File: config.mk
export PLATFORM = sky130hd
export DESIGN_NAME = xbus_arbiter_flat
export DESIGN_NICKNAME = d
export VERILOG_FILES = /design/src/rtl/xbus_arbiter_if.sv /design/src/rtl/xbus_arbiter.sv /design/src/flat_wrapper.sv
export SDC_FILE = /design/constraint.sdc
export NUM_CORES = 1
export LEC_CHECK = 0
export ABC_AREA = 1
export CAP_MARGIN = 5
export CORE_MARGIN = 5
export CORE_UTILIZATION = 41
export DETAILED_ROUTE_END_ITERATION = 10
export MAX_ROUTING_LAYER = met4
export PLACE_DENSITY = 0.81
export SYNTH_ARGS = -nofsm -noshare
export SYNTH_HDL_FRONTEND = slang
export SYNTH_SLANG_ARGS = --single-unit
File: constraint.sdc
create_clock -name clk -period 6.2 [get_ports clk]
set_input_delay 1.24 -clock clk [delete_from_list [all_inputs] [get_ports clk]]
set_output_delay 1.24 -clock clk [all_outputs]
set_load 0.05 [all_outputs]
File: src/rtl/xbus_arbiter_if.sv
// xbus arbiter signal bundle: two master request ports plus the shared xbus.
// The arbiter takes the slave view of the masters and drives the bus side.
interface xbus_arbiter_if;
  logic        m0_req;
  logic        m0_we;
  logic [31:0] m0_addr;
  logic [31:0] m0_wdata;
  logic [3:0]  m0_wstrb;
  logic        m0_ack;
  logic        m0_err;
  logic [31:0] m0_rdata;

  logic        m1_req;
  logic        m1_we;
  logic [31:0] m1_addr;
  logic [31:0] m1_wdata;
  logic [3:0]  m1_wstrb;
  logic        m1_ack;
  logic        m1_err;
  logic [31:0] m1_rdata;

  logic        xbus_as;
  logic        xbus_we;
  logic [31:0] xbus_addr;
  logic [31:0] xbus_wdata;
  logic [3:0]  xbus_wstrb;
  logic [31:0] xbus_rdata;
  logic        xbus_ready;
  logic        xbus_owner;

  // Requesters and the downstream slave: everything the arbiter samples.
  modport master (
    output m0_req, m0_we, m0_addr, m0_wdata, m0_wstrb,
    input  m0_ack, m0_err, m0_rdata,
    output m1_req, m1_we, m1_addr, m1_wdata, m1_wstrb,
    input  m1_ack, m1_err, m1_rdata,
    input  xbus_as, xbus_we, xbus_addr, xbus_wdata, xbus_wstrb, xbus_owner,
    output xbus_rdata, xbus_ready
  );

  // Arbiter view.
  modport slave (
    input  m0_req, m0_we, m0_addr, m0_wdata, m0_wstrb,
    output m0_ack, m0_err, m0_rdata,
    input  m1_req, m1_we, m1_addr, m1_wdata, m1_wstrb,
    output m1_ack, m1_err, m1_rdata,
    output xbus_as, xbus_we, xbus_addr, xbus_wdata, xbus_wstrb, xbus_owner,
    input  xbus_rdata, xbus_ready
  );
endinterface

File: src/rtl/xbus_arbiter.sv
// Two-master round-robin arbiter that runs one registered xbus cycle at a time,
// with a watchdog that ends unanswered cycles as error completions.
//
// state | meaning
// IDLE  | bus free, sample requests and grant one master
// BUSY  | xbus_as high, waiting for xbus_ready or the watchdog
// DONE  | owner's ack pulses with err/rdata valid; requests ignored
module xbus_arbiter #(
  parameter int TIMEOUT = 255,
  parameter int TW      = 8
) (
  input  logic          clk,
  input  logic          rst,
  xbus_arbiter_if.slave bus
);

  typedef enum logic [1:0] {IDLE, BUSY, DONE} state_t;

  localparam logic [TW-1:0] CNT_LIMIT = TW'(TIMEOUT - 1);

  state_t        state, state_nxt;

  logic          as_q, as_nxt;
  logic          we_q, we_nxt;
  logic [31:0]   addr_q, addr_nxt;
  logic [31:0]   wdata_q, wdata_nxt;
  logic [3:0]    wstrb_q, wstrb_nxt;
  logic          owner_q, owner_nxt;
  logic          last_q, last_nxt;
  logic [TW-1:0] cnt_q, cnt_nxt;
  logic [1:0]    ack_q, ack_nxt;
  logic [1:0]    err_q, err_nxt;
  logic [31:0]   rdata0_q, rdata0_nxt;
  logic [31:0]   rdata1_q, rdata1_nxt;

  logic          any_req;
  logic          grant_sel;
  logic          complete;

  assign any_req   = bus.m0_req | bus.m1_req;
  // On a tie the master that did not win last time goes next.
  assign grant_sel = (bus.m0_req & bus.m1_req) ? ~last_q : bus.m1_req;
  assign complete  = bus.xbus_ready | (cnt_q == CNT_LIMIT);

  always_ff @(posedge clk or posedge rst) begin
    if (rst) begin
      state    <= IDLE;
      as_q     <= 1'b0;
      we_q     <= 1'b0;
      addr_q   <= '0;
      wdata_q  <= '0;
      wstrb_q  <= '0;
      owner_q  <= 1'b0;
      last_q   <= 1'b1;
      cnt_q    <= '0;
      ack_q    <= '0;
      err_q    <= '0;
      rdata0_q <= '0;
      rdata1_q <= '0;
    end else begin
      state    <= state_nxt;
      as_q     <= as_nxt;
      we_q     <= we_nxt;
      addr_q   <= addr_nxt;
      wdata_q  <= wdata_nxt;
      wstrb_q  <= wstrb_nxt;
      owner_q  <= owner_nxt;
      last_q   <= last_nxt;
      cnt_q    <= cnt_nxt;
      ack_q    <= ack_nxt;
      err_q    <= err_nxt;
      rdata0_q <= rdata0_nxt;
      rdata1_q <= rdata1_nxt;
    end
  end

  always_comb begin
    state_nxt  = state;
    as_nxt     = as_q;
    we_nxt     = we_q;
    addr_nxt   = addr_q;
    wdata_nxt  = wdata_q;
    wstrb_nxt  = wstrb_q;
    owner_nxt  = owner_q;
    last_nxt   = last_q;
    cnt_nxt    = cnt_q;
    ack_nxt    = 2'b00;
    err_nxt    = err_q;
    rdata0_nxt = rdata0_q;
    rdata1_nxt = rdata1_q;

    case (state)
      IDLE: begin
        if (any_req) begin
          as_nxt    = 1'b1;
          we_nxt    = grant_sel ? bus.m1_we    : bus.m0_we;
          addr_nxt  = grant_sel ? bus.m1_addr  : bus.m0_addr;
          wdata_nxt = grant_sel ? bus.m1_wdata : bus.m0_wdata;
          wstrb_nxt = grant_sel ? bus.m1_wstrb : bus.m0_wstrb;
          owner_nxt = grant_sel;
          last_nxt  = grant_sel;
          cnt_nxt   = '0;
          state_nxt = BUSY;
        end
      end

      BUSY: begin
        // Ready takes priority over the watchdog when both hit together.
        if (complete) begin
          as_nxt           = 1'b0;
          ack_nxt[owner_q] = 1'b1;
          err_nxt[owner_q] = ~bus.xbus_ready;
          if (owner_q) begin
            rdata1_nxt = bus.xbus_ready ? bus.xbus_rdata : '0;
          end else begin
            rdata0_nxt = bus.xbus_ready ? bus.xbus_rdata : '0;
          end
          state_nxt = DONE;
        end else begin
          cnt_nxt = cnt_q + TW'(1);
        end
      end

      DONE: begin
        state_nxt = IDLE;
      end

      default: begin
        state_nxt = IDLE;
        as_nxt    = 1'b0;
      end
    endcase
  end

  assign bus.xbus_as    = as_q;
  assign bus.xbus_we    = we_q;
  assign bus.xbus_addr  = addr_q;
  assign bus.xbus_wdata = wdata_q;
  assign bus.xbus_wstrb = wstrb_q;
  assign bus.xbus_owner = owner_q;

  assign bus.m0_ack     = ack_q[0];
  assign bus.m0_err     = err_q[0];
  assign bus.m0_rdata   = rdata0_q;
  assign bus.m1_ack     = ack_q[1];
  assign bus.m1_err     = err_q[1];
  assign bus.m1_rdata   = rdata1_q;

endmodule

File: src/flat_wrapper.sv
// flat-port wrapper written by rule: the top's interface ports become plain ports
module xbus_arbiter_flat 
#(
  parameter int TIMEOUT = 255,
  parameter int TW      = 8
)
  (clk, rst, bus_m0_req, bus_m0_we, bus_m0_addr, bus_m0_wdata, bus_m0_wstrb, bus_m0_ack, bus_m0_err, bus_m0_rdata, bus_m1_req, bus_m1_we, bus_m1_addr, bus_m1_wdata, bus_m1_wstrb, bus_m1_ack, bus_m1_err, bus_m1_rdata, bus_xbus_as, bus_xbus_we, bus_xbus_addr, bus_xbus_wdata, bus_xbus_wstrb, bus_xbus_owner, bus_xbus_rdata, bus_xbus_ready);
  xbus_arbiter_if bus_i ();
  input  logic clk;
  input  logic rst;
  input wire logic [$bits(bus_i.m0_req)-1:0] bus_m0_req;
  input wire logic [$bits(bus_i.m0_we)-1:0] bus_m0_we;
  input wire logic [$bits(bus_i.m0_addr)-1:0] bus_m0_addr;
  input wire logic [$bits(bus_i.m0_wdata)-1:0] bus_m0_wdata;
  input wire logic [$bits(bus_i.m0_wstrb)-1:0] bus_m0_wstrb;
  output wire logic [$bits(bus_i.m0_ack)-1:0] bus_m0_ack;
  output wire logic [$bits(bus_i.m0_err)-1:0] bus_m0_err;
  output wire logic [$bits(bus_i.m0_rdata)-1:0] bus_m0_rdata;
  input wire logic [$bits(bus_i.m1_req)-1:0] bus_m1_req;
  input wire logic [$bits(bus_i.m1_we)-1:0] bus_m1_we;
  input wire logic [$bits(bus_i.m1_addr)-1:0] bus_m1_addr;
  input wire logic [$bits(bus_i.m1_wdata)-1:0] bus_m1_wdata;
  input wire logic [$bits(bus_i.m1_wstrb)-1:0] bus_m1_wstrb;
  output wire logic [$bits(bus_i.m1_ack)-1:0] bus_m1_ack;
  output wire logic [$bits(bus_i.m1_err)-1:0] bus_m1_err;
  output wire logic [$bits(bus_i.m1_rdata)-1:0] bus_m1_rdata;
  output wire logic [$bits(bus_i.xbus_as)-1:0] bus_xbus_as;
  output wire logic [$bits(bus_i.xbus_we)-1:0] bus_xbus_we;
  output wire logic [$bits(bus_i.xbus_addr)-1:0] bus_xbus_addr;
  output wire logic [$bits(bus_i.xbus_wdata)-1:0] bus_xbus_wdata;
  output wire logic [$bits(bus_i.xbus_wstrb)-1:0] bus_xbus_wstrb;
  output wire logic [$bits(bus_i.xbus_owner)-1:0] bus_xbus_owner;
  input wire logic [$bits(bus_i.xbus_rdata)-1:0] bus_xbus_rdata;
  input wire logic [$bits(bus_i.xbus_ready)-1:0] bus_xbus_ready;
  assign bus_i.m0_req = bus_m0_req;
  assign bus_i.m0_we = bus_m0_we;
  assign bus_i.m0_addr = bus_m0_addr;
  assign bus_i.m0_wdata = bus_m0_wdata;
  assign bus_i.m0_wstrb = bus_m0_wstrb;
  assign bus_m0_ack = bus_i.m0_ack;
  assign bus_m0_err = bus_i.m0_err;
  assign bus_m0_rdata = bus_i.m0_rdata;
  assign bus_i.m1_req = bus_m1_req;
  assign bus_i.m1_we = bus_m1_we;
  assign bus_i.m1_addr = bus_m1_addr;
  assign bus_i.m1_wdata = bus_m1_wdata;
  assign bus_i.m1_wstrb = bus_m1_wstrb;
  assign bus_m1_ack = bus_i.m1_ack;
  assign bus_m1_err = bus_i.m1_err;
  assign bus_m1_rdata = bus_i.m1_rdata;
  assign bus_xbus_as = bus_i.xbus_as;
  assign bus_xbus_we = bus_i.xbus_we;
  assign bus_xbus_addr = bus_i.xbus_addr;
  assign bus_xbus_wdata = bus_i.xbus_wdata;
  assign bus_xbus_wstrb = bus_i.xbus_wstrb;
  assign bus_xbus_owner = bus_i.xbus_owner;
  assign bus_i.xbus_rdata = bus_xbus_rdata;
  assign bus_i.xbus_ready = bus_xbus_ready;
  xbus_arbiter #(.TIMEOUT(TIMEOUT), .TW(TW)) u_core (.clk(clk), .rst(rst), .bus(bus_i));
endmodule
Word-level counts from Yosys, hierarchy flattened
Cells that the tools add are included.
{"block": "word_totals", "out_inout_bits": 139, "reg_bits": 150, "input_bits": 175, "elab_cells": 59}
{"block": "classes", "n_mux": 20, "n_bitwise": 7, "reduce_logical": 10, "add_sub_neg": 1, "n_eq_ne": 6, "magnitude_cmp": 2}
{"operator": "32-bit 2-to-1 mux", "count": 3}
{"operator": "8-bit 2-to-1 mux", "count": 2}
{"operator": "8-bit case mux with 2 select lines", "count": 1}
{"operator": "3-bit AND reduction", "count": 4}
{"operator": "8-bit by 1-bit adder with 8-bit output (second input constant)", "count": 1}
{"operator": "8-bit equality test (second input constant)", "count": 1}
{"operator": "2-bit 2-to-1 mux", "count": 4}
{"operator": "2-bit AND reduction", "count": 3}
{"operator": "1-bit 2-to-1 mux", "count": 5}
{"operator": "4-bit 2-to-1 mux", "count": 1}
{"operator": "2-bit by 1-bit != test with 1-bit output (second input constant)", "count": 2}
{"operator": "1-bit NOT", "count": 4}
{"operator": "2-bit case mux with 2 select lines", "count": 1}
{"operator": "1-bit case mux with 3 select lines", "count": 1}
{"operator": "2-bit bitwise mux", "count": 1}
{"operator": "2-bit by 1-bit equality test with 1-bit output (second input constant)", "count": 1}
{"operator": "2-bit equality test (second input constant)", "count": 1}
{"operator": "2-bit logical NOT", "count": 1}
{"operator": "1-bit by 2-bit less-than comparator with 1-bit output (second input constant)", "count": 1}
{"operator": "2-bit != test (second input constant)", "count": 1}
{"operator": "1-bit bitwise OR", "count": 2}
{"operator": "2-bit nonzero test", "count": 1}
{"operator": "1-bit AND", "count": 1}
{"operator": "1-bit demux with 1-bit select", "count": 1}
{"operator": "2 further kinds", "count": 2}

Logic depth before layout (Yosys ltp)
Gate-level depths: netlist (run 1).
{"block": "logic_depth", "word_depth": 6, "depth_mapped": 11, "ltp_nobuf": 9}

Worst setup path before layout (run 1)
Ideal clock, no wire load.
{"block": "synth_path", "path_kind": "input -> register", "start": "input port bus_xbus_ready", "end": "register u_core.err_q[1]", "t_arrival_ps": 2131, "setup_ps": 132, "n_path_buf": 3, "required_ps": 6068, "setup_slack_ps": 3938, "stages": 8, "cell_sequence": "clkbuf_1 inv_1 nand2_2 nand3_2 buf_6 buf_6 nand2_1 o21ai_1"}
{"block": "synth_between", "elab_chain_cells": 2, "word_cells_on_any_way": 4, "cone_classes": "mux (1); bitwise (2); reduce/logical (1)"}
{"element": "start, declared", "line": "flat_wrapper.sv:34", "source": "input wire logic [$bits(bus_i.xbus_ready)-1:0] bus_xbus_ready;"}
{"element": "1-bit bitwise OR / 1-bit NOT (equally long branches)", "line": "xbus_arbiter.sv:43, xbus_arbiter.sv:112"}
{"element": "2-bit AND reduction (no line) / 2-bit bitwise mux (equally long branches)"}
{"element": "end signal, assigned", "line": "xbus_arbiter.sv:71", "source": "err_q <= err_nxt;"}
{"element": "end, declared", "line": "xbus_arbiter.sv:32", "source": "logic [1:0] err_q, err_nxt;"}
Several ways; a longest one is shown, not always the timed one.
A chain may end at the register's enable or synchronous reset.

Worst setup path in the final report (run 1)
{"block": "layout_path", "start": "input port bus_xbus_ready", "end": "register u_core.rdata0_q[29] (netlist: u_core.bus.m0_rdata[29])"}
{"block": "layout_between", "elab_chain_cells": 2, "word_cells_on_any_way": 3, "cone_classes": "mux (1); bitwise (1); reduce/logical (1)"}
{"element": "1-bit bitwise OR", "line": "xbus_arbiter.sv:43", "source": "assign complete = bus.xbus_ready | (cnt_q == CNT_LIMIT);"}
{"element": "3-bit AND reduction (no line)"}
{"element": "end signal, assigned", "line": "xbus_arbiter.sv:72", "source": "rdata0_q <= rdata0_nxt;"}
{"element": "end, declared", "line": "xbus_arbiter.sv:33", "source": "logic [31:0] rdata0_q, rdata0_nxt;"}
Several ways; a longest one is shown, not always the timed one.

==> impl_metrics.ini, run 1 <==
[outcome]
status = finished clean

[synth]
syn_avg_cell_area_sq_um = 8.73
synthesis.nets = 911
synth_cell_type_count = 21
ys_seq_area_share_pct = 58.6
ys_seq_elements = 150
ys.warnings.count = 0
netlist_area_sq_um = 6410
syn_inst = 734

[timing]
fmax_mhz = 334
fin_crit_ns = 3.00
max_slew_margin_pct = 39.0
setup_slack_ns = 3.20
rsz0062_at_grt = false
worst_clock_skew_ns = 0.00830
min_period_over_period_pct = 48.4
finalHoldViolCount = 0
maxSlewViolCount = 0
setup_viol = 0
worstMarginPinSlew_ns = 0.914
setup_tns_ns = 0

[clock_network]
cts.sinks = 150
insertion_delay_ns = 0.42
cts_made_buffers = 17
cts_tree = built
post-cts-setup-buffers = 0
postCtsHoldBufs = 0
clock_path_buffers = 2
clockRootBuffer = clkbuf_16
post_cts_resized = 0
h-tree-depth = 4
cts.clk_slew.worst_paths_ns = 0.06

[floorplanning]
die_x_microns = 135
die_h_microns = 135
ios = 314
rows = 45
start_util_pct = 42.0
die_area_sq_um = 18200
fp.coreArea_sq_um = 15300

[grt]
grt_usage_pct = 23.5
grt_pass1_wl_microns = 32200
grt_max_degree = 106
grt_pass1_vias = 5845
overflow = 0
antenna_found_initial = 0

[layout]
fill_cells = 1246
fin_util_pct = 67.0
stdcell_area_sq_um = 10200
antennaDiodeCount = 0
nNetsFinal = 1203
syn_to_final_growth_pct = 59.7
layout-drive-gt1-share_pct = 5.77

[critical_path]
cp.arrival_ns = 3.29
cp-end-kind = flop
rr_startpoint = u_core.cnt_q[0]$_DFFE_PP0P_
r2r_cells = 10
path_class = primary input to flop
rr_endpoint = u_core.bus.m0_rdata[29]$_DFFE_PP0P_
path_max_fanout = 46
worst_ep_required_time_ns = 6.49
critPathLaunchType = primary input
ff2ff_setup_slack_ns = 4.10

[route]
wl_microns = 21400
avgViaCountPerCell = 4.90
vias = 6125
first_pass_iters = 4
ant_nets = 0
drc = 0
drtIter0Drc = 316
wire_per_inst_microns = 17.1

[hold_path]
hold_start = u_core.last_q$_DFFE_PP1P_
holdPathEnd = u_core.last_q$_DFFE_PP1P_
hold_depth = 2
hp-class = flop to flop

[place]
place_area_sq_um = 9610
gp_congestion = 0.882
detailedPlace.worstSlack_ns = 2.78
port_buffers = 313
hpwl_microns = 15600

[power_and_ir_drop]
ir_worst_vdd_mv = 0.342
p_leak_uw = 0.00439
pwr_density_cell_nw_per_um2 = 590
total_power_uw = 6040

[job]
max_cap_viol_count = 0
## cells by family after synthesis
logic type	after synthesis	synth area share (%)
AOI/OAI and AO/OA	214	17.4
adders and majority gates	2	0.391
buffers and inverters	66	5.29
DFF	150	58.6
and+or+nand+nor	302	18.3
## metrics by stage
step           hold WS (ns)  instances
2_1_floorplan         0.443        734
3_3_place_gp          0.461       1218
3_5_place_dp          0.459       1218
4_1_cts               0.469       1250
5_1_grt               0.504       1250
6_report              0.465       1250
## placed cells by master (no fill, tap or decap), types with 2 or more instances in the layout
master and n:
dfrtp_1 149, o21ai_0 128, ha_1 2, o21ai_2 11, o21ai_1 72, clkdlybuf4s50_1 313, clkbuf_16 17, buf_4 8
nand3_2 2, nor2_1 83, nand2_2 4, nand2_1 201, bufinv_16 3, clkbuf_8 2, inv_1 15, clkinv_4 2
clkinv_1 2, inv_6 5, nand3_1 10, clkinvlp_4 3
## state kept, by name, indices dropped and copies added (netlist names), 2 cells and up
name	count
u_core.ack_q	2
u_core.bus.xbus_addr	32
u_core.cnt_q	8
u_core.err_q	2
u_core.bus.xbus_wdata	32
u_core.bus.xbus_wstrb	4
u_core.bus.m1_rdata	32
u_core.bus.m0_rdata	32
u_core.state	2
## synthesized netlist by cell type
library cell  number  area, sq um
o21ai_0          128          641
a21oi_1            1         5.00
clkbuf_2           2         10.0
o21bai_1           1         7.51
inv_1             18         67.6
clkbuf_1          19         71.3
nand2_1          201          754
nor2_1            83          312
nor3_1             1         5.00
o21ai_2           11         96.3
nor2_2             1         6.26
o21ai_1           73          365
dfstp_2            1         26.3
buf_2             17         85.1
dfrtp_1          149         3730
nand3_2            2         20.0
buf_4              2         15.0
ha_1               2         25.0
nand2_2            4         25.0
nand3_1           10         50.1
buf_6              8         90.1
## worst max-delay path, cell delays in order
cell             delay [ns]
clkdlybuf4s50_1        0.45
buf_4                  0.34
inv_1                  0.15
nand2_2                0.12
nand3_2                0.33
buf_4                  0.42
nand2_1                0.14
o21ai_2                0.06
## routing by layer
metal	track usage, %	wire length [microns]	vias to the layer above
met3	7.97	2290	27
met1	27.9	8160	2823
li1	-	-	2990
met2	37.9	10500	285
met5	-	0	-
met4	7.84	480	0
## worst max-delay path by stage
stage	cells past startpoint	end	startpoint	slack, ns
after floorplan	1	u_core.ack_q[0]$_DFF_PP0_	rst	0.93
after global placement	8	u_core.bus.m0_rdata[25]$_DFFE_PP0P_	bus_xbus_ready	2.84
after detailed placement	8	u_core.bus.m0_rdata[29]$_DFFE_PP0P_	bus_xbus_ready	2.78
after CTS	8	u_core.bus.m0_rdata[29]$_DFFE_PP0P_	bus_xbus_ready	3.21
after global routing	8	u_core.bus.m0_rdata[29]$_DFFE_PP0P_	bus_xbus_ready	3.06
final	8	u_core.bus.m0_rdata[29]$_DFFE_PP0P_	bus_xbus_ready	3.20
## final cells by class
type                    count  area (sq um)  area share, %
clock buffers              20           457           4.46
clock inverters            12           165           1.61
inverters                  18          72.6          0.709
multi-input cells         518          2320           22.7
flip-flops and latches    150          3750           36.7
well taps                 211           264           2.58
repair buffers            321          3190           31.2
## power by group
| group | switching [uW] | internal [uW] | leakage [uW] |
|---|---|---|---|
| sequential | 248 | 1410 | 0.00190 |
| clock | 423 | 661 | 0.000294 |
| combinational | 2270 | 1030 | 0.00220 |
| total | 2940 | 3100 | 0.00439 |
Note: power is estimated with default switching activity, not from simulation.
==> run 2, diff against run 1 <==
--- a/config.mk
+++ b/config.mk
@@ -8,10 +8,10 @@
 export ABC_AREA = 1
 export CAP_MARGIN = 5
 export CORE_MARGIN = 5
-export CORE_UTILIZATION = 41
+export CORE_UTILIZATION = 37
 export DETAILED_ROUTE_END_ITERATION = 10
 export MAX_ROUTING_LAYER = met4
-export PLACE_DENSITY = 0.81
+export PLACE_DENSITY = 0.77
 export SYNTH_ARGS = -nofsm -noshare
 export SYNTH_HDL_FRONTEND = slang
 export SYNTH_SLANG_ARGS = --single-unit
==> constraint.sdc (replaced) <==
create_clock -name clk -period 2.6 [get_ports clk]
set_input_delay 0.52 -clock clk [delete_from_list [all_inputs] [get_ports clk]]
set_output_delay 0.52 -clock clk [all_outputs]
set_load 0.05 [all_outputs]
==> run 2 against run 1 <==
  * Sequential share of layout area fell by 0.74 points
  * Largest cell class unchanged
  * Final area rose by 2.1%
  * Utilization fell by 6.0 points
  * First-iteration DRC count rose by 43%
  * The run now ends with DRC left
==> impl_metrics.ini, run 2 (synthesis results as in run 1) <==
[route]
met2_length_microns = 9920
drc = 3
wl_met3_microns = 2080
drtIter0Drc = 453
avgViaCountPerCell = 4.88
wl_met1_microns = 8640
vias = 6220
ant_nets = 0
dr.max_layer_used = met4
first_pass_iters = 9
wire_per_inst_microns = 16.8
wl_microns = 21400

[floorplanning]
fp.coreArea_sq_um = 17100
die_h_microns = 142
ios = 314
die_x_microns = 142
start_util_pct = 37.4
die_area_sq_um = 20000
rows = 48

[timing]
rsz0062_at_grt = false
finalHoldViolCount = 0
worst_clock_skew_ns = 0.00538
setup_tns_ns = 0
setup_viol = 0
worstMarginPinSlew_ns = 0.745
min_period_over_period_pct = 84.0
fmax_mhz = 458
max_slew_margin_pct = 50.2
fin_crit_ns = 2.18
maxSlewViolCount = 0

[clock_network]
cts_tree = built
post-cts-setup-buffers = 0
clock_path_buffers = 2
postCtsHoldBufs = 0
cts_made_buffers = 17
cts.clk_slew.worst_paths_ns = 0.06
cts.sinks = 150
insertion_delay_ns = 0.42
clockRootBuffer = clkbuf_16
post_cts_resized = 0
h-tree-depth = 4

[power_and_ir_drop]
p_leak_uw = 0.00449
total_power_uw = 14500
pwr_density_cell_nw_per_um2 = 1390
ir_worst_vdd_mv = 0.707

[critical_path]
cpPeakStageDelay_ns = 0.83
slowest_stage = clkdlybuf4s50_1
cp_top_family = buffers and inverters
critPathLaunchType = flop
ff2ff_setup_slack_ns = 0.73
cp_cell_sequence = clkdlybuf4s50_1
rr_startpoint = u_core.cnt_q[0]$_DFFE_PP0P_
cp.arrival_ns = 1.66
r2r_cells = 10
cp-end-kind = output port
worst_ep_required_time_ns = 2.08
crit_buf_inv = 1
path_max_fanout = 2
path_class = flop to output port
rr_endpoint = u_core.bus.m0_rdata[12]$_DFFE_PP0P_

[grt]
grt_pass1_vias = 6268
grt_max_degree = 71
grt_pass1_wl_microns = 33100
overflow = 0
grt_usage_pct = 21.6
antenna_found_initial = 0

[outcome]
violations = DRC
status = complete, but fails checks

[layout]
layout-drive-gt1-share_pct = 6.77
final_cell_mix = clkdlybuf4s50_1, nand2_1, dfrtp_1
nNetsFinal = 1213
final_common_cell = clkdlybuf4s50_1
fill_cells = 1439
syn_to_final_growth_pct = 63.0
antennaDiodeCount = 0

[place]
hpwl_microns = 15800
gp_congestion = 0.867
port_buffers = 313

[hold_path]
hold_depth = 2
hp-class = flop to flop
hold_start = u_core.last_q$_DFFE_PP1P_
holdPathEnd = u_core.last_q$_DFFE_PP1P_

[job]
max_cap_viol_count = 0
[run 2: cell types whose count changed in the layout (fill, tap and decap cells not counted)]
cell | previous run | this run
clkbuf_1 | 1 | 0
clkinv_2 | 0 | 1
inv_1 | 15 | 17
inv_6 | 5 | 4
clkinv_4 | 2 | 1
buf_12 | 0 | 10
clkinvlp_4 | 3 | 5
inv_8 | 0 | 2
clkinv_1 | 2 | 0
clkbuf_8 | 2 | 0
[run 2: how the worst max path moves through the flow]
stage	from	endpoint	cells after the start
after detailed placement	bus_m1_req	u_core.bus.xbus_wdata[30]$_DFFE_PP0P_	6
after CTS	u_core.bus.xbus_addr[26]$_DFFE_PP0P_	bus_xbus_addr[26]	1
final	u_core.bus.m0_rdata[24]$_DFFE_PP0P_	bus_m0_rdata[24]	1
after global routing	u_core.bus.xbus_addr[26]$_DFFE_PP0P_	bus_xbus_addr[26]	1
after global placement	bus_m1_req	u_core.bus.xbus_wdata[5]$_DFFE_PP0P_	6
after floorplan	rst	u_core.ack_q[0]$_DFF_PP0_	1
[run 2: final cells by class]
class | instances | area (sq um) | share of cell area (%)
Sequential cell | 150 | 3750 | 36.0
Timing Repair Buffer | 331 | 3390 | 32.5
Multi-Input combinational cell | 518 | 2320 | 22.3
Clock buffer | 17 | 425 | 4.07
Tap cell | 225 | 282 | 2.70
Clock inverter | 15 | 191 | 1.83
Inverter | 18 | 71.3 | 0.683
[run 2: power by group]
| part | internal, uW | switching [uW] | total (uW) |
|---|---|---|---|
| Combinational | 2540 | 5420 | 7960 |
| Sequential | 3360 | 592 | 3950 |
| Clock | 1530 | 1060 | 2590 |
| Total | 7440 | 7070 | 14500 |
[run 2: stage by stage]
stage	cells	util (%)	instance area, sq um	hold WS (ns)	worst slack (ns)
global route	1274	61.0	10400	0.500	0.360
global placement	1242	57.4	9820	0.458	0.412
floorplan	734	-	6410	0.443	0.192
finish	1274	61.0	10400	0.475	0.416
detailed placement	1242	57.4	9820	0.469	0.418
CTS	1274	61.0	10400	0.480	0.378
[run 2: routing by layer]
layer / global-route usage, % / vias up
li1: - / 3022
met1: 26.6 / 2840
met5: - / -
met4: 8.54 / 0
met2: 33.8 / 311
met3: 6.20 / 47
